--- config.mk ---
export PLATFORM = sky130hd
export DESIGN_NAME = mem_port_arbiter
export DESIGN_NICKNAME = d
export VERILOG_FILES = /design/src/rtl/mem_port_arbiter.sv
export SDC_FILE = /design/constraint.sdc
export NUM_CORES = 1
export LEC_CHECK = 0
export CAP_MARGIN = 20
export CORE_MARGIN = 1.5
export CORE_UTILIZATION = 42
export CTS_BUF_LIST = sky130_fd_sc_hd__clkbuf_4
export CTS_CLUSTER_DIAMETER = 100
export CTS_CLUSTER_SIZE = 10
export DETAILED_ROUTE_END_ITERATION = 16
export GPL_TIMING_DRIVEN = 0
export PLACE_DENSITY = 0.88
export SYNTH_ARGS = -nofsm -noshare
export SYNTH_HDL_FRONTEND = slang
export SYNTH_SLANG_ARGS = --single-unit
--- constraint.sdc ---
create_clock -name clk -period 2.7 [get_ports clk]
set_clock_uncertainty 0.05 [all_clocks]
set_input_delay 0.27 -clock clk [delete_from_list [all_inputs] [get_ports clk]]
set_output_delay 0.27 -clock clk [all_outputs]
set_load 0.005 [all_outputs]
--- src/rtl/mem_port_arbiter.sv ---
// mem_port_arbiter: shares the single-port unified I/D memory between the
// multicycle core (requester 0) and the program loader / debug port
// (requester 1). Round-robin grant, one access in flight, a one-cycle ack
// per completed access, and a combinational stall back to the core.
module mem_port_arbiter #(
    parameter int AW      = 32,
    parameter int DW      = 32,
    parameter int MEM_LAT = 1
) (
    input  logic          clk,
    input  logic          rst_n,
    input  logic          boot_mode,
    input  logic          req0,
    input  logic          we0,
    input  logic [AW-1:0] addr0,
    input  logic [DW-1:0] wdata0,
    output logic          ack0,
    input  logic          req1,
    input  logic          we1,
    input  logic [AW-1:0] addr1,
    input  logic [DW-1:0] wdata1,
    output logic          ack1,
    output logic [DW-1:0] rdata,
    output logic          core_stall,
    output logic          busy,
    output logic          mem_en,
    output logic          mem_we,
    output logic [AW-1:0] mem_addr,
    output logic [DW-1:0] mem_wdata,
    input  logic [DW-1:0] mem_rdata
);

    typedef enum logic [1:0] {
        IDLE   = 2'd0,
        ACCESS = 2'd1,
        RESP   = 2'd2
    } state_t;

    // Read data is captured on the last ACCESS cycle of a read.
    localparam logic [1:0] CNT_LAST = 2'(MEM_LAT - 1);

    state_t        state_q, state_d;
    logic [1:0]    cnt_q, cnt_d;
    logic          winner_q, winner_d;
    logic          last_grant_q, last_grant_d;
    logic          ack0_q, ack0_d;
    logic          ack1_q, ack1_d;
    logic          busy_q, busy_d;
    logic          mem_en_q, mem_en_d;
    logic          mem_we_q, mem_we_d;
    logic [AW-1:0] mem_addr_q, mem_addr_d;
    logic [DW-1:0] mem_wdata_q, mem_wdata_d;
    logic [DW-1:0] rdata_q, rdata_d;
    logic          elig0, elig1, pick;

    // Next-state logic: arbitrate in IDLE, sequence the access, pulse the ack.
    always_comb begin
        state_d      = state_q;
        cnt_d        = cnt_q;
        winner_d     = winner_q;
        last_grant_d = last_grant_q;
        ack0_d       = 1'b0;
        ack1_d       = 1'b0;
        mem_en_d     = mem_en_q;
        mem_we_d     = mem_we_q;
        mem_addr_d   = mem_addr_q;
        mem_wdata_d  = mem_wdata_q;
        rdata_d      = rdata_q;

        // The core is locked out while the loader owns memory.
        elig0 = req0 & ~boot_mode;
        elig1 = req1;
        // On a tie the requester that did not win last time goes next.
        pick  = (elig0 & elig1) ? ~last_grant_q : elig1;

        case (state_q)
            IDLE: begin
                if (elig0 | elig1) begin
                    winner_d    = pick;
                    mem_we_d    = pick ? we1 : we0;
                    mem_addr_d  = pick ? addr1 : addr0;
                    mem_wdata_d = pick ? wdata1 : wdata0;
                    mem_en_d    = 1'b1;
                    cnt_d       = 2'd0;
                    state_d     = ACCESS;
                end else begin
                    mem_en_d = 1'b0;
                    mem_we_d = 1'b0;
                end
            end
            ACCESS: begin
                // Writes take a single cycle; reads wait out the memory latency.
                if (mem_we_q || (cnt_q == CNT_LAST)) begin
                    if (!mem_we_q) begin
                        rdata_d = mem_rdata;
                    end
                    mem_en_d = 1'b0;
                    mem_we_d = 1'b0;
                    ack0_d   = ~winner_q;
                    ack1_d   = winner_q;
                    state_d  = RESP;
                end else begin
                    cnt_d = cnt_q + 2'd1;
                end
            end
            RESP: begin
                last_grant_d = winner_q;
                state_d      = IDLE;
            end
            default: begin
                state_d = IDLE;
            end
        endcase

        busy_d = (state_d != IDLE);
    end

    // State and output registers; reset aborts any access in flight.
    always_ff @(posedge clk or negedge rst_n) begin
        if (!rst_n) begin
            state_q      <= IDLE;
            cnt_q        <= 2'd0;
            winner_q     <= 1'b0;
            last_grant_q <= 1'b1;
            ack0_q       <= 1'b0;
            ack1_q       <= 1'b0;
            busy_q       <= 1'b0;
            mem_en_q     <= 1'b0;
            mem_we_q     <= 1'b0;
            mem_addr_q   <= '0;
            mem_wdata_q  <= '0;
            rdata_q      <= '0;
        end else begin
            state_q      <= state_d;
            cnt_q        <= cnt_d;
            winner_q     <= winner_d;
            last_grant_q <= last_grant_d;
            ack0_q       <= ack0_d;
            ack1_q       <= ack1_d;
            busy_q       <= busy_d;
            mem_en_q     <= mem_en_d;
            mem_we_q     <= mem_we_d;
            mem_addr_q   <= mem_addr_d;
            mem_wdata_q  <= mem_wdata_d;
            rdata_q      <= rdata_d;
        end
    end

    assign ack0       = ack0_q;
    assign ack1       = ack1_q;
    assign busy       = busy_q;
    assign mem_en     = mem_en_q;
    assign mem_we     = mem_we_q;
    assign mem_addr   = mem_addr_q;
    assign mem_wdata  = mem_wdata_q;
    assign rdata      = rdata_q;
    assign core_stall = req0 & ~ack0_q;

endmodule

# Word-level counts from Yosys, hierarchy flattened

Cells that the tools add are included.

Flip-flop bits (word level): 107
Bits of input ports: 167
Output and inout bits: 102
Logic and storage cells: 55

Add/sub/neg operators: 1
Equality and inequality tests: 5
Muxes and demuxes: 19
Bitwise gates (word level): 9
Reduce and logical (&&, ||, !) cells: 9

Operator list:

| kind                                                             | number |
|---|---|
| 32-bit two-way mux                                               | 2 |
| 1-bit two-way mux                                                | 9 |
| 2-bit two-way mux                                                | 4 |
| 2-bit one-hot mux with 2 select lines                            | 2 |
| 2-bit != test (second input constant)                            | 3 |
| 3-bit AND reduction                                              | 2 |
| 1-bit NOT                                                        | 5 |
| 2-bit logical NOT                                                | 2 |
| 1-bit one-hot mux with 2 select lines                            | 2 |
| 2-bit AND reduction                                              | 2 |
| 2-bit nonzero test                                               | 2 |
| 1-bit bitwise AND                                                | 3 |
| 2-bit by 1-bit adder with 2-bit output (second input constant)   | 1 |
| 2-bit by 1-bit == test with 1-bit output (second input constant) | 1 |
| 2-bit == test (second input constant)                            | 1 |
| 1-bit logical OR                                                 | 1 |
| 1-bit OR                                                         | 1 |

# Depth between registers and ports, before layout

Depth after elaboration: 7
Depth in mapped cells: 6
Depth with buffers taken out: 5

# Worst setup path after synthesis

OpenSTA, ideal clock, no wires.

Path type: reg2reg
From: register cnt_q[0]
To: register rdata_q[10], in the netlist rdata[10]
Setup time: 125 ps
Arrival: 1382 ps
Required time: 2525 ps
Path slack: 1143 ps
Stages on the path, launching flop included: 6
Buffers on the path: 1
Clock period less this slack: 1557 ps
Cell sequence: dfrtp_1 inv_1 ha_1 nor3b_4 buf_6 mux2_2

Word-level cells in the longest chain between the ends: 3

Ends and longest elaborated chain:

| item                          | line | RTL |
|---|---|---|
| start, declared               | 43   | `logic [1:0] cnt_q, cnt_d;` |
| start signal, assigned        | 135  | `cnt_q <= cnt_d;` |
| 2-bit logical NOT             | 93   | `if (mem_we_q \|\| (cnt_q == CNT_LAST)) begin` |
| 1-bit logical OR              | 93   |  |
| 3-bit AND reduction (no line) | n/a  |  |
| end signal, assigned          | 145  | `rdata_q <= rdata_d;` |
| end, declared                 | 53   | `logic [DW-1:0] rdata_q, rdata_d;` |

Every way passes these cells.
A chain may end at the register's enable or synchronous reset.

# Final worst setup path

From: register last_grant_q
To: register mem_addr_q[4], in the netlist mem_addr[4]

Word-level cells in the longest chain between the ends: 3

Ends and longest elaborated chain:

| item                   | line | RTL |
|---|---|---|
| start, declared        | 45   | `logic last_grant_q, last_grant_d;` |
| start signal, assigned | 137  | `last_grant_q <= last_grant_d;` |
| 1-bit NOT              | 74   | `pick = (elig0 & elig1) ? ~last_grant_q : elig1;` |
| 1-bit two-way mux      | 74   |  |
| 32-bit two-way mux     | 81   | `mem_addr_d = pick ? addr1 : addr0;` |
| end signal, assigned   | 143  | `mem_addr_q <= mem_addr_d;` |
| end, declared          | 51   | `logic [AW-1:0] mem_addr_q, mem_addr_d;` |

Every way passes these cells.

==> flow_metrics.py <==
metrics = {
    "outcome": {
        "status": "complete, no violations",
    },
    "placed_design": {
        "io_buffer_count": 268,
        "place.gp.congestion": 0.7856,
        "hpwl_um": 11360,
        "placed_area_sq_mm": 0.007500,
    },
    "timing": {
        "worst_slew_pin_slew_ps": 732.4,
        "maxSlewViolCount": 0,
        "fmax_mhz": 533.5,
        "period_share": 0.6942,
        "slew_headroom": 0.5118,
        "setup_viol": 0,
        "rsz0062_at_grt": "no",
        "hold_violations": 0,
        "fin_crit_ps": 1874,
    },
    "critical_path": {
        "crit_family": "simple AND/OR/NAND/NOR gates",
        "cp_cell_sequence": "nand3b_4 -> nand2_1 -> clkbuf_1 -> nand2_1 -> a21oi_1",
        "endpoint_kind": "flip-flop",
        "criticalPathCategory": "reg -> reg",
        "path_buf_inv": 1,
        "cp.arrival_ps": 2210,
        "slowest_delay_ps": 590,
        "path_depth": 5,
        "crit_top_cell": "nand2_1",
        "crit_fanout": 10,
        "reg2regPathDepth": 5,
        "required_ps": 3040,
        "crit_path_top_delay_cell": "dfstp_2",
        "startpoint_type": "flip-flop",
    },
    "cts": {
        "cts_hold_buf": 1,
        "tritoncts": "built",
        "cts_buffers": 9,
        "cts_max_path_buffers": 2,
        "cts.sinks": 107,
        "post_cts_resized": 0,
        "h-tree-depth": 3,
        "clk_pin_slew_worst_paths_ps": 160,
        "clock_latency_ps": 440,
        "cts-root-buf": "clkbuf_4",
        "post-cts-setup-buffers": 0,
    },
    "final_layout": {
        "final_common_cell": "clkdlybuf4s50_1",
        "final_area_sq_mm": 0.007639,
        "layout.nets": 910,
        "final_util": 0.7077,
        "final_cell_mix": "clkdlybuf4s50_1 (267), a21oi_1 (129), dfrtp_1 (106)",
        "drive_above_1_share": 0.09639,
        "syn_to_final_growth_pct": 65.45,
    },
    "logic_synthesis": {
        "synth_compound_gate_area_share": 0.1504,
        "synthMuxAreaShare": 0.08049,
        "async_flop_share": 1.000,
        "seq_area_frac_synth": 0.5802,
        "synthFlopType": "dfrtp_1",
        "synth_enable_flop_cells": 0,
        "synth_area_sq_mm": 0.004617,
        "syn_inst": 461,
        "synth_top_family_by_area": "compound AO/OA/AOI/OAI gates",
        "synth_cell_types": 26,
        "synth.avg_cell_area_sq_um": 10.02,
        "synth_fa_ha_area_frac": 0.002710,
        "synth_xor_area_frac": 0,
        "synth-simple-area-share": 0.1377,
        "yosysWarningCount": 0,
        "ys_seq_elements": 107,
        "synth_nets": 629,
    },
    "hold_path": {
        "hold_path_depth": 3,
        "worstHoldPathType": "in -> reg",
    },
    "power": {
        "powerDensity_mw_per_mm2": 983.0,
        "vdd_drop_max_v": 0.0005672,
        "power.total_mw": 7.509,
        "leakagePower_nw": 3.180,
    },
    "routing": {
        "drtPass1Iterations": 5,
        "ant_nets": 0,
        "vias": 4480,
        "wl_per_cell_um": 16.60,
        "drt_wl_total_um": 14740,
        "route.detailed.drc": 0,
        "avgViaCountPerCell": 5.045,
        "drt_iter0_markers": 286,
    },
    "grt": {
        "grt_usage": 0.2532,
        "antenna_found_initial": 1,
        "grt_max_degree": 55,
        "grt_pass1_wl_um": 22540,
        "gr-total-overflow": 0,
        "first_global_vias": 4543,
    },
    "die": {
        "coreArea_sq_mm": 0.01079,
        "row_count": 38,
        "dieArea_sq_mm": 0.01163,
        "start_util": 0.4278,
        "die_w_um": 107.8,
        "die_h_um": 107.8,
        "io_pins": 269,
    },
    "run": {
        "drv_cap": 0,
    },
}
layout make-up:
class / count / area (sq um)
Timing Repair Buffer: 270 / 2718
Clock buffer: 9 / 67.56
Sequential cell: 107 / 2679
Antenna cell: 1 / 2.502
Tap cell: 140 / 175.2
Buffer: 30 / 209.0
Clock inverter: 7 / 58.81
Inverter: 4 / 15.01
Multi-Input combinational cell: 320 / 1714
Fill cell: 759 / 3154
state kept, by name, indices dropped and copies added, names as in the netlist:
name          flops
mem_we            1
ack0              1
last_grant_q      1
busy              1
rdata            32
state_q           2
mem_wdata        32
winner_q          1
ack1              1
mem_addr         32
mem_en            1
cnt_q             2
report_power, final:
group / internal [mW] / total (mW) / switching, mW
Combinational: 2.34 / 3.87 / 1.53
Clock: 0.272 / 0.786 / 0.515
Sequential: 2.40 / 2.85 / 0.449
Total: 5.01 / 7.51 / 2.50
cell usage after synthesis, drive strengths merged, types with 3 or more instances:
cell type  instances  area (sq um)
nor2              67         251.5
nand2             68         255.2
nand3              4         20.02
mux2              33         371.6
nor2b              3         26.27
o21ai              4         23.77
inv                4         15.01
buf               18         163.9
a21oi            129         645.6
dfrtp            106          2653
clkbuf            12         45.04
metrics by stage:
step	TNS [ps]	cells	hold WS (ps)	setup slack (ps)
global route	0	888	253.9	648.6
CTS	0	887	263.1	801.5
global placement	-281720	869	427.0	-2651
finish	0	888	289.6	825.6
detailed placement	0	870	329.1	459.6
floorplan	0	461	-75.59	1143
layer usage:
metal | global-route usage | share of wire | routed length (um) | up-vias
met5 | 0 | 0 | 0 | -
met4 | 0.1165 | 0.030 | 448 | 0
met3 | 0.05993 | 0.079 | 1161 | 30
met2 | 0.4454 | 0.52 | 7599 | 218
met1 | 0.2908 | 0.38 | 5528 | 2127
li1 | - | - | - | 2105
worst register-to-register path, cell delays in order (launching register included):
cell	delay [ps]
dfstp_2	590
nand3b_4	80
nand2_1	370
clkbuf_1	440
nand2_1	140
a21oi_1	160
cell families (layout without fill, tap and decap cells):
kind of cell,after synthesis,after routing
AND/OR/NAND/NOR,150,150
AO/OA/AOI/OAI,136,136
flip-flops,107,107
buffers and inverters,34,320
multiplexers,33,33
adder cells (fa/ha/maj),1,1
other,0,1
path summary, 6_finish.rpt:
| check | startpoint | end | slack [ps] |
|---|---|---|---|
| worst max-delay path | last_grant_q$_DFFE_PN1N_ | mem_addr[4]$_DFFE_PN0P_ | 830 |
| worst min-delay path | wdata0[1] | mem_wdata[1]$_DFFE_PN0P_ | 290 |
| worst max register to register | last_grant_q$_DFFE_PN1N_ | mem_addr[4]$_DFFE_PN0P_ | 830 |
| worst min register to register | winner_q$_DFFE_PN0P_ | ack0$_DFF_PN0_ | 450 |
| max in group asynchronous | rst_n | last_grant_q$_DFFE_PN1N_ | 1480 |
| min in group asynchronous | rst_n | mem_addr[3]$_DFFE_PN0P_ | 350 |
Note: power is estimated with default switching activity, not from simulation.
